$ cat src/rtl/stopwatch_seq.sv
// Stopwatch sequencer: centisecond tick, count/clear/load strobes, preset editor
// and lap display select between the control FSM and the BCD counter datapath.
module stopwatch_seq #(
  parameter int unsigned CLK_HZ  = 100000000,
  parameter int unsigned TICK_HZ = 100
) (
  input  logic        clk,
  input  logic        rst_n,
  input  logic        running,
  input  logic        dir,
  input  logic        clear_pulse,
  input  logic        set_btn,
  input  logic        inc_btn,
  input  logic        lap_btn,
  input  logic        cnt_zero,
  input  logic        cnt_max,
  output logic        cnt_en,
  output logic        cnt_up,
  output logic        cnt_clr,
  output logic        cnt_load,
  output logic        lap_cap,
  output logic        disp_sel,
  output logic [15:0] preset_val,
  output logic [1:0]  digit_sel,
  output logic        edit_active,
  output logic        at_zero,
  output logic        done
);

  localparam int unsigned DIV = CLK_HZ / TICK_HZ;
  localparam int unsigned PW  = (DIV > 1) ? $clog2(DIV) : 1;
  localparam logic [PW-1:0] PRESC_MAX = PW'(DIV - 1);

  typedef enum logic [2:0] {
    S_IDLE,
    S_EDIT,
    S_RUN,
    S_LAP,
    S_DONE
  } state_e;

  state_e        state_q, state_d;
  logic [PW-1:0] presc_q, presc_d;
  logic [15:0]   preset_q, preset_d;
  logic [1:0]    digit_q, digit_d;
  logic          running_q;

  logic cnt_en_q, cnt_up_q, cnt_clr_q, cnt_load_q, lap_cap_q;
  logic disp_sel_q, edit_active_q, at_zero_q, done_q;
  logic clr_d, load_d, lap_cap_d;

  logic       counting;
  logic       tick;
  logic       run_rise;
  logic       stop_at_zero;
  logic [3:0] cur_digit;
  logic [3:0] cur_limit;

  // Tens digits (1 and 3) are base-6, units digits base-10.
  function automatic logic [3:0] bump(input logic [3:0] d, input logic [3:0] lim);
    return (d >= lim) ? 4'd0 : d + 4'd1;
  endfunction

  assign counting     = (state_q == S_RUN) || (state_q == S_LAP);
  assign tick         = counting && (presc_q == PRESC_MAX);
  assign run_rise     = running && !running_q;
  assign stop_at_zero = !dir && cnt_zero;
  assign cur_digit    = preset_q[{digit_q, 2'b00} +: 4];
  assign cur_limit    = digit_q[0] ? 4'd5 : 4'd9;

  // Next-state, editor and one-shot command decode.
  always_comb begin
    state_d   = state_q;
    presc_d   = presc_q;
    preset_d  = preset_q;
    digit_d   = digit_q;
    clr_d     = 1'b0;
    load_d    = 1'b0;
    lap_cap_d = 1'b0;

    if (counting) begin
      presc_d = tick ? '0 : presc_q + PW'(1);
    end

    case (state_q)
      S_IDLE: begin
        if (run_rise) begin
          state_d = S_RUN;
        end else if (set_btn) begin
          state_d = S_EDIT;
          digit_d = 2'd0;
        end else if (clear_pulse) begin
          clr_d = 1'b1;
        end
      end
      S_EDIT: begin
        if (clear_pulse) begin
          preset_d = 16'h0000;
          digit_d  = 2'd0;
        end else begin
          if (inc_btn) begin
            preset_d[{digit_q, 2'b00} +: 4] = bump(cur_digit, cur_limit);
          end
          if (set_btn) begin
            if (digit_q == 2'd3) begin
              load_d  = 1'b1;
              state_d = S_IDLE;
              digit_d = 2'd0;
            end else begin
              digit_d = digit_q + 2'd1;
            end
          end
        end
      end
      S_RUN: begin
        if (!running) begin
          state_d = stop_at_zero ? S_DONE : S_IDLE;
        end else if (lap_btn) begin
          state_d   = S_LAP;
          lap_cap_d = 1'b1;
        end
      end
      S_LAP: begin
        if (!running) begin
          state_d = stop_at_zero ? S_DONE : S_IDLE;
        end else if (lap_btn) begin
          state_d = S_RUN;
        end
      end
      S_DONE: begin
        if (clear_pulse) begin
          clr_d   = 1'b1;
          state_d = S_IDLE;
        end else if (set_btn) begin
          state_d = S_EDIT;
          digit_d = 2'd0;
        end else if (run_rise) begin
          state_d = S_RUN;
        end
      end
      default: begin
        state_d = S_IDLE;
      end
    endcase

    // A fresh start always gets a full tick period before the first count.
    if ((state_d == S_RUN) && ((state_q == S_IDLE) || (state_q == S_DONE))) begin
      presc_d = '0;
    end
  end

  always_ff @(posedge clk) begin
    if (!rst_n) begin
      state_q       <= S_IDLE;
      presc_q       <= '0;
      preset_q      <= 16'h0000;
      digit_q       <= 2'd0;
      running_q     <= 1'b0;
      cnt_en_q      <= 1'b0;
      cnt_up_q      <= 1'b1;
      cnt_clr_q     <= 1'b0;
      cnt_load_q    <= 1'b0;
      lap_cap_q     <= 1'b0;
      disp_sel_q    <= 1'b0;
      edit_active_q <= 1'b0;
      at_zero_q     <= 1'b0;
      done_q        <= 1'b0;
    end else begin
      state_q       <= state_d;
      presc_q       <= presc_d;
      preset_q      <= preset_d;
      digit_q       <= digit_d;
      running_q     <= running;
      cnt_en_q      <= tick && running && !(dir && cnt_max) && !stop_at_zero;
      cnt_up_q      <= dir;
      cnt_clr_q     <= clr_d;
      cnt_load_q    <= load_d;
      lap_cap_q     <= lap_cap_d;
      disp_sel_q    <= (state_d == S_LAP);
      edit_active_q <= (state_d == S_EDIT);
      at_zero_q     <= counting && stop_at_zero;
      done_q        <= (state_d == S_DONE);
    end
  end

  assign cnt_en      = cnt_en_q;
  assign cnt_up      = cnt_up_q;
  assign cnt_clr     = cnt_clr_q;
  assign cnt_load    = cnt_load_q;
  assign lap_cap     = lap_cap_q;
  assign disp_sel    = disp_sel_q;
  assign preset_val  = preset_q;
  assign digit_sel   = digit_q;
  assign edit_active = edit_active_q;
  assign at_zero     = at_zero_q;
  assign done        = done_q;

endmodule

$ cat config.mk
export PLATFORM = sky130hd
export DESIGN_NAME = stopwatch_seq
export DESIGN_NICKNAME = d
export VERILOG_FILES = /design/src/rtl/stopwatch_seq.sv
export SDC_FILE = /design/constraint.sdc
export NUM_CORES = 1
export LEC_CHECK = 0
export CORE_ASPECT_RATIO = 1.5
export CORE_UTILIZATION = 48
export DETAILED_ROUTE_END_ITERATION = 6
export GPL_TIMING_DRIVEN = 0
export PLACE_DENSITY = 0.74
export SLEW_MARGIN = 20
export SYNTH_ARGS = -nofsm -noshare
export SYNTH_HDL_FRONTEND = slang
export SYNTH_SLANG_ARGS = --single-unit
$ cat constraint.sdc
create_clock -name clk -period 2.27 [get_ports clk]
set_input_delay 0.227 -clock clk [delete_from_list [all_inputs] [get_ports clk]]
set_output_delay 0.227 -clock clk [all_outputs]
set_load 0.02 [all_outputs]
# [Yosys cells after proc, flatten, opt, wreduce, memory -nomap -nowiden]
# Index checks and enable logic that the tools add are counted.
[word_totals] reg_bits=51 in_bits=10 out_inout_bits=27 word_cells=94
[op_classes] eq_ne=13 bitwise=3 addsub=4 mux=33 shift=3 order_cmp=1 n_reduce_logical=23
[op_table] operator="2-to-1 mux 3 bit" n=13
[op_table] operator="2-to-1 mux 16 bit" n=2
[op_table] operator="adder 20 x 1 -> 20 bit (second input constant)" n=1
[op_table] operator="== test 20 bit (second input constant)" n=1
[op_table] operator="2-to-1 mux 20 bit" n=1
[op_table] operator="bitwise mux 16 bit" n=1
[op_table] operator="variable shift 4 x 6 -> 16 bit (first input constant)" n=1
[op_table] operator="variable part select 16 x 5 -> 4 bit" n=1
[op_table] operator="variable part select 4 x 6 -> 16 bit" n=1
[op_table] operator="case mux 3 bit (5 select lines)" n=1
[op_table] operator="== test 3 x 2 -> 1 bit (second input constant)" n=4
[op_table] operator="2-to-1 mux 2 bit" n=6
[op_table] operator="logical AND 1 bit" n=9
[op_table] operator="2-to-1 mux 4 bit" n=2
[op_table] operator="== test 3 x 1 -> 1 bit (second input constant)" n=2
[op_table] operator="== test 3 bit (second input constant)" n=2
[op_table] operator="negator 4 -> 6 bit" n=1
[op_table] operator="case mux 2 bit (3 select lines)" n=1
[op_table] operator="2-to-1 mux 1 bit" n=5
[op_table] operator="adder 4 x 1 -> 4 bit (second input constant)" n=1
[op_table] operator="greater-or-equal comparator 4 bit" n=1
[op_table] operator="zero test 1 bit" n=4
[op_table] operator="!= test 2 bit (second input constant)" n=2
[op_table] operator="AND reduction 4 bit" n=1
[op_table] operator="other kinds (13)" n=16

# [Longest topological paths before layout]
[logic_depth] depth_word=9 mapped_depth=9 mapped_depth_nobuf=8

# [Worst setup path after synthesis]
# Ideal clock, no wire load.
[synth_timing] kind="reg-to-reg" from="register digit_q[0], in the netlist digit_sel[0]" to="register preset_q[3], in the netlist preset_val[3]" synth_period_minus_slack_ps=2596 path_buffers=1 setup_time_ps=74 required_time_ps=2196 path_stages_with_launch=9 slack_ps=-326 t_arrival_ps=2522 path_cell_list="dfxtp_1 > buf_2 > mux4_2 > ha_1 > a21o_1 > a31oi_1 > nand3b_1 > o21a_1 > o21ai_0"
[synth_via] elab_chain_len=7 elab_cells_between_ends=11 cone_classes="2 x add/sub; 1 x order compare; 3 x shift; 5 x mux"
[synth_lines] item="from (decl)" line_no="45" text="logic [1:0] digit_q, digit_d;"
[synth_lines] item="from (signal assigned)" line_no="172" text="digit_q <= digit_d;"
[synth_lines] item="variable part select 16 x 5 -> 4 bit or 2-to-1 mux 4 bit (tied branches)" line_no="68, 69"
[synth_lines] item="adder 4 x 1 -> 4 bit or greater-or-equal comparator 4 bit (tied branches)" line_no="61" text="return (d >= lim) ? 4'd0 : d + 4'd1;"
[synth_lines] item="2-to-1 mux 4 bit" line_no="61"
[synth_lines] item="variable part select 4 x 6 -> 16 bit" line_no="102" text="preset_d[{digit_q, 2'b00} +: 4] = bump(cur_digit, cur_limit);"
[synth_lines] item="bitwise mux 16 bit *" line_no="102"
[synth_lines] item="2-to-1 mux 16 bit *" line_no="101" text="if (inc_btn) begin"
[synth_lines] item="2-to-1 mux 16 bit *" line_no="97" text="if (clear_pulse) begin"
[synth_lines] item="to (signal assigned)" line_no="171" text="preset_q <= preset_d;"
[synth_lines] item="to (decl)" line_no="44" text="logic [15:0] preset_q, preset_d;"
# Mark *: on every way between the ends. The rest lies on a longest branch, timed or not. The select of a mux whose other input is x is not followed.
# A chain may end at the register's enable or synchronous reset.

# [Worst setup path in the final report]
[layout_timing] from="register digit_q[0], in the netlist digit_sel[0]" to="register preset_q[15], in the netlist preset_val[15]"
# Same word-level chain as after synthesis.

==> flow_summary.toml <==
[cts]
h-tree-depth = 2
cts_sinks = 51
clk_pin_slew_ns = 0.09
clockBufferDepth = 2
clock_latency_ns = 0.30
cts_tree = "done"
cts_buffers = 5
root_buffer = "clkbuf_8"

[cells_and_area]
stdcell_count = 387
syn2layout_area_growth_pct = 25.2
layout-drive-gt1-share = 0.0903
antennaDiodeCount = 0
final_core_util = 0.633
layout_commonest_cell = "dfxtp_1"
nNetsFinal = 340
most-common-layout-cells = "dfxtp_1, nor2_1, clkdlybuf4s50_1"

[synthesis]
ys_dominant_reg_cell = "dfxtp_1"
synth_fp_nets = 294
yosys.cell_types.count = 45
syn_area_um2 = 2470
synth-edff-count = 0
synthCells = 274
ys_ff_latch = 51
yosys_warnings = 0
avgSynthCellArea_um2 = 9.01
ys_seq_area_frac = 0.413
synthArstFlopShare = 0

[power]
internal_power_mw = 1.37
switchingPower_mw = 0.405
leakage_nw = 1.08
power.share.clock = 0.390
power_mw = 1.78
sw_frac_of_total = 0.228
power.density_nw_per_um2 = 574
p_seq_frac = 0.515
p_comb_frac = 0.095
ir_drop_mv = 0.358

[setup_path]
cp.arrival_ns = 2.43
critPathRequiredTime_ns = 2.51
worstSetupEndpointType = "register"
critPathMaxFanout = 6
crit_type = "register to register"
start_kind = "register"

[drt]
antenna_left = 0
wl_mm = 5.83
route.detailed.drc = 0
drt_iter0_markers = 103
post_drt_wl_per_cell_um = 15.1
dr.pass1.iters = 4
viasPerCell = 5.56
vias = 2152

[sta]
drv_slew = 0
rsz0062_at_grt = "yes"
clock_skew_ns = 0.00697
worst_pin_slew_ns = 0.702
fmax_mhz = 457
period_needed_ns = 2.19
slew-limit-headroom = 0.528
fin_crit_sh = 0.963
final_hold_viol_count = 0
setup_viol = 0

[floorplan]
start_util = 0.505
ioPinCount = 37
rows = 31
fp.coreArea_um2 = 4890
dieHeight_um = 89.9
design.die.area_um2 = 5440
die_x_um = 60.6

[global_routing]
grt_use_total = 0.226
grt_overflow = 0
grt_pass1_wl_mm = 9.34
grt_pass1_vias = 2109
grt_max_degree = 16
antenna_found_initial = 0

[placed_design]
dpl.cell_count = 375
io_buffers = 35
gp_congestion = 0.944
dp_hpwl_mm = 4.29

[job]
maxCapViolations = 0

[run_status]
status = "complete, no violations"

[min_path]
hold_path.class = "primary input to register"
==> flip-flops by register name (all words and copies together) (netlist names) <==
name,cells
cnt_up,1
at_zero,1
state_q,3
cnt_clr,1
presc_q,20
cnt_load,1
done,1
cnt_en,1
edit_active,1
disp_sel,1
digit_sel,2
preset_val,16
running_q,1
lap_cap,1
==> synth_stat cells, types with 2 or more instances <==
master	instances	share of area
a2111oi_0	2	0.0071
a21oi_1	6	0.012
a22oi_1	8	0.024
a31oi_1	2	0.0051
a32oi_1	5	0.018
and2_1	5	0.013
and3_1	4	0.010
and4_1	4	0.014
buf_2	4	0.0081
clkbuf_1	5	0.0076
dfxtp_1	51	0.41
ha_1	10	0.051
inv_1	13	0.020
mux4_2	4	0.036
nand2_1	13	0.020
nand2b_1	5	0.013
nand3_1	12	0.024
nand3b_1	2	0.0061
nand4_1	10	0.025
nand4b_1	2	0.0071
nor2_1	42	0.064
nor2b_1	4	0.010
nor3_1	3	0.0061
nor4b_1	2	0.0071
o211ai_1	2	0.0061
o21a_1	2	0.0061
o21ai_0	13	0.026
or3_1	2	0.0051
or4b_1	3	0.012
xnor2_1	8	0.028
xor2_1	12	0.043
==> critical path: stages (launching register included) <==
cell and delay (ns):
dfxtp_4 0.43, mux4_2 0.56, ha_4 0.25, a21o_1 0.18, a31oi_4 0.22, nand3b_1 0.10, o21a_1 0.25, o21ai_1 0.14
==> timing repair <==
action                                  CTS  global route
endpoints found under the setup margin   12            11
setup buffers                             3             2
hold buffers                              0             0
pin swaps                                 0             5
gates resized for setup                   3             4
==> power groups by stage <==
stage          clock [mW]  sequential (mW)  combinational, mW
2_1_floorplan           0            0.940             0.0994
3_3_place_gp            0            0.934              0.163
3_5_place_dp            0            0.935              0.166
4_1_cts             0.707            0.913              0.169
5_1_grt             0.745            0.916              0.183
6_report            0.693            0.914              0.169
==> final timing paths <==
path	startpoint	endpoint	slack (ns)	cells past startpoint
setup / recovery	digit_sel[0]	preset_val[15]	0.08	7
hold / removal	rst_n	cnt_clr	0.38	3
setup reg to reg	digit_sel[0]	preset_val[15]	0.08	7
hold reg to reg	preset_val[7]	preset_val[7]	0.48	2
==> logic make-up after synthesis <==
group | count (synthesis) | share of synthesized area
simple gates | 121 | 0.267
buf+inv | 25 | 0.0481
compound gates | 43 | 0.113
fa+ha+maj | 10 | 0.0507
flops | 51 | 0.413
mux | 4 | 0.0365
xor+xnor | 20 | 0.0709
==> metrics by stage <==
| step | hold slack [ns] | setup slack (ns) | cell area (um^2) | TNS, ns |
|---|---|---|---|---|
| floorplan | 0.328 | 0.0169 | 2490 | 0 |
| global placement | 0.478 | -0.126 | 2930 | -1.24 |
| detailed placement | 0.486 | -0.216 | 2930 | -1.74 |
| CTS | 0.347 | 0.0318 | 3090 | 0 |
| global route | 0.366 | -0.0168 | 3090 | -0.0168 |
| finish | 0.377 | 0.0841 | 3090 | 0 |
==> layer usage <==
metal,global-route usage,vias up,share of wire
met2,0.408,57,0.54
met1,0.228,1017,0.39
met3,0.0417,14,0.039
met5,0,-,0
met4,0.123,0,0.031
li1,-,1064,-
==> cell type report <==
class	count	area [um^2]
Clock inverter	1	30.0
Sequential cell	51	1030
Tap cell	66	82.6
Timing Repair Buffer	40	385
Multi-Input combinational cell	198	1360
Clock buffer	7	97.6
Fill cell	451	1790
Inverter	13	48.8
Buffer	11	65.1
Power figures use the tool's default switching activity.
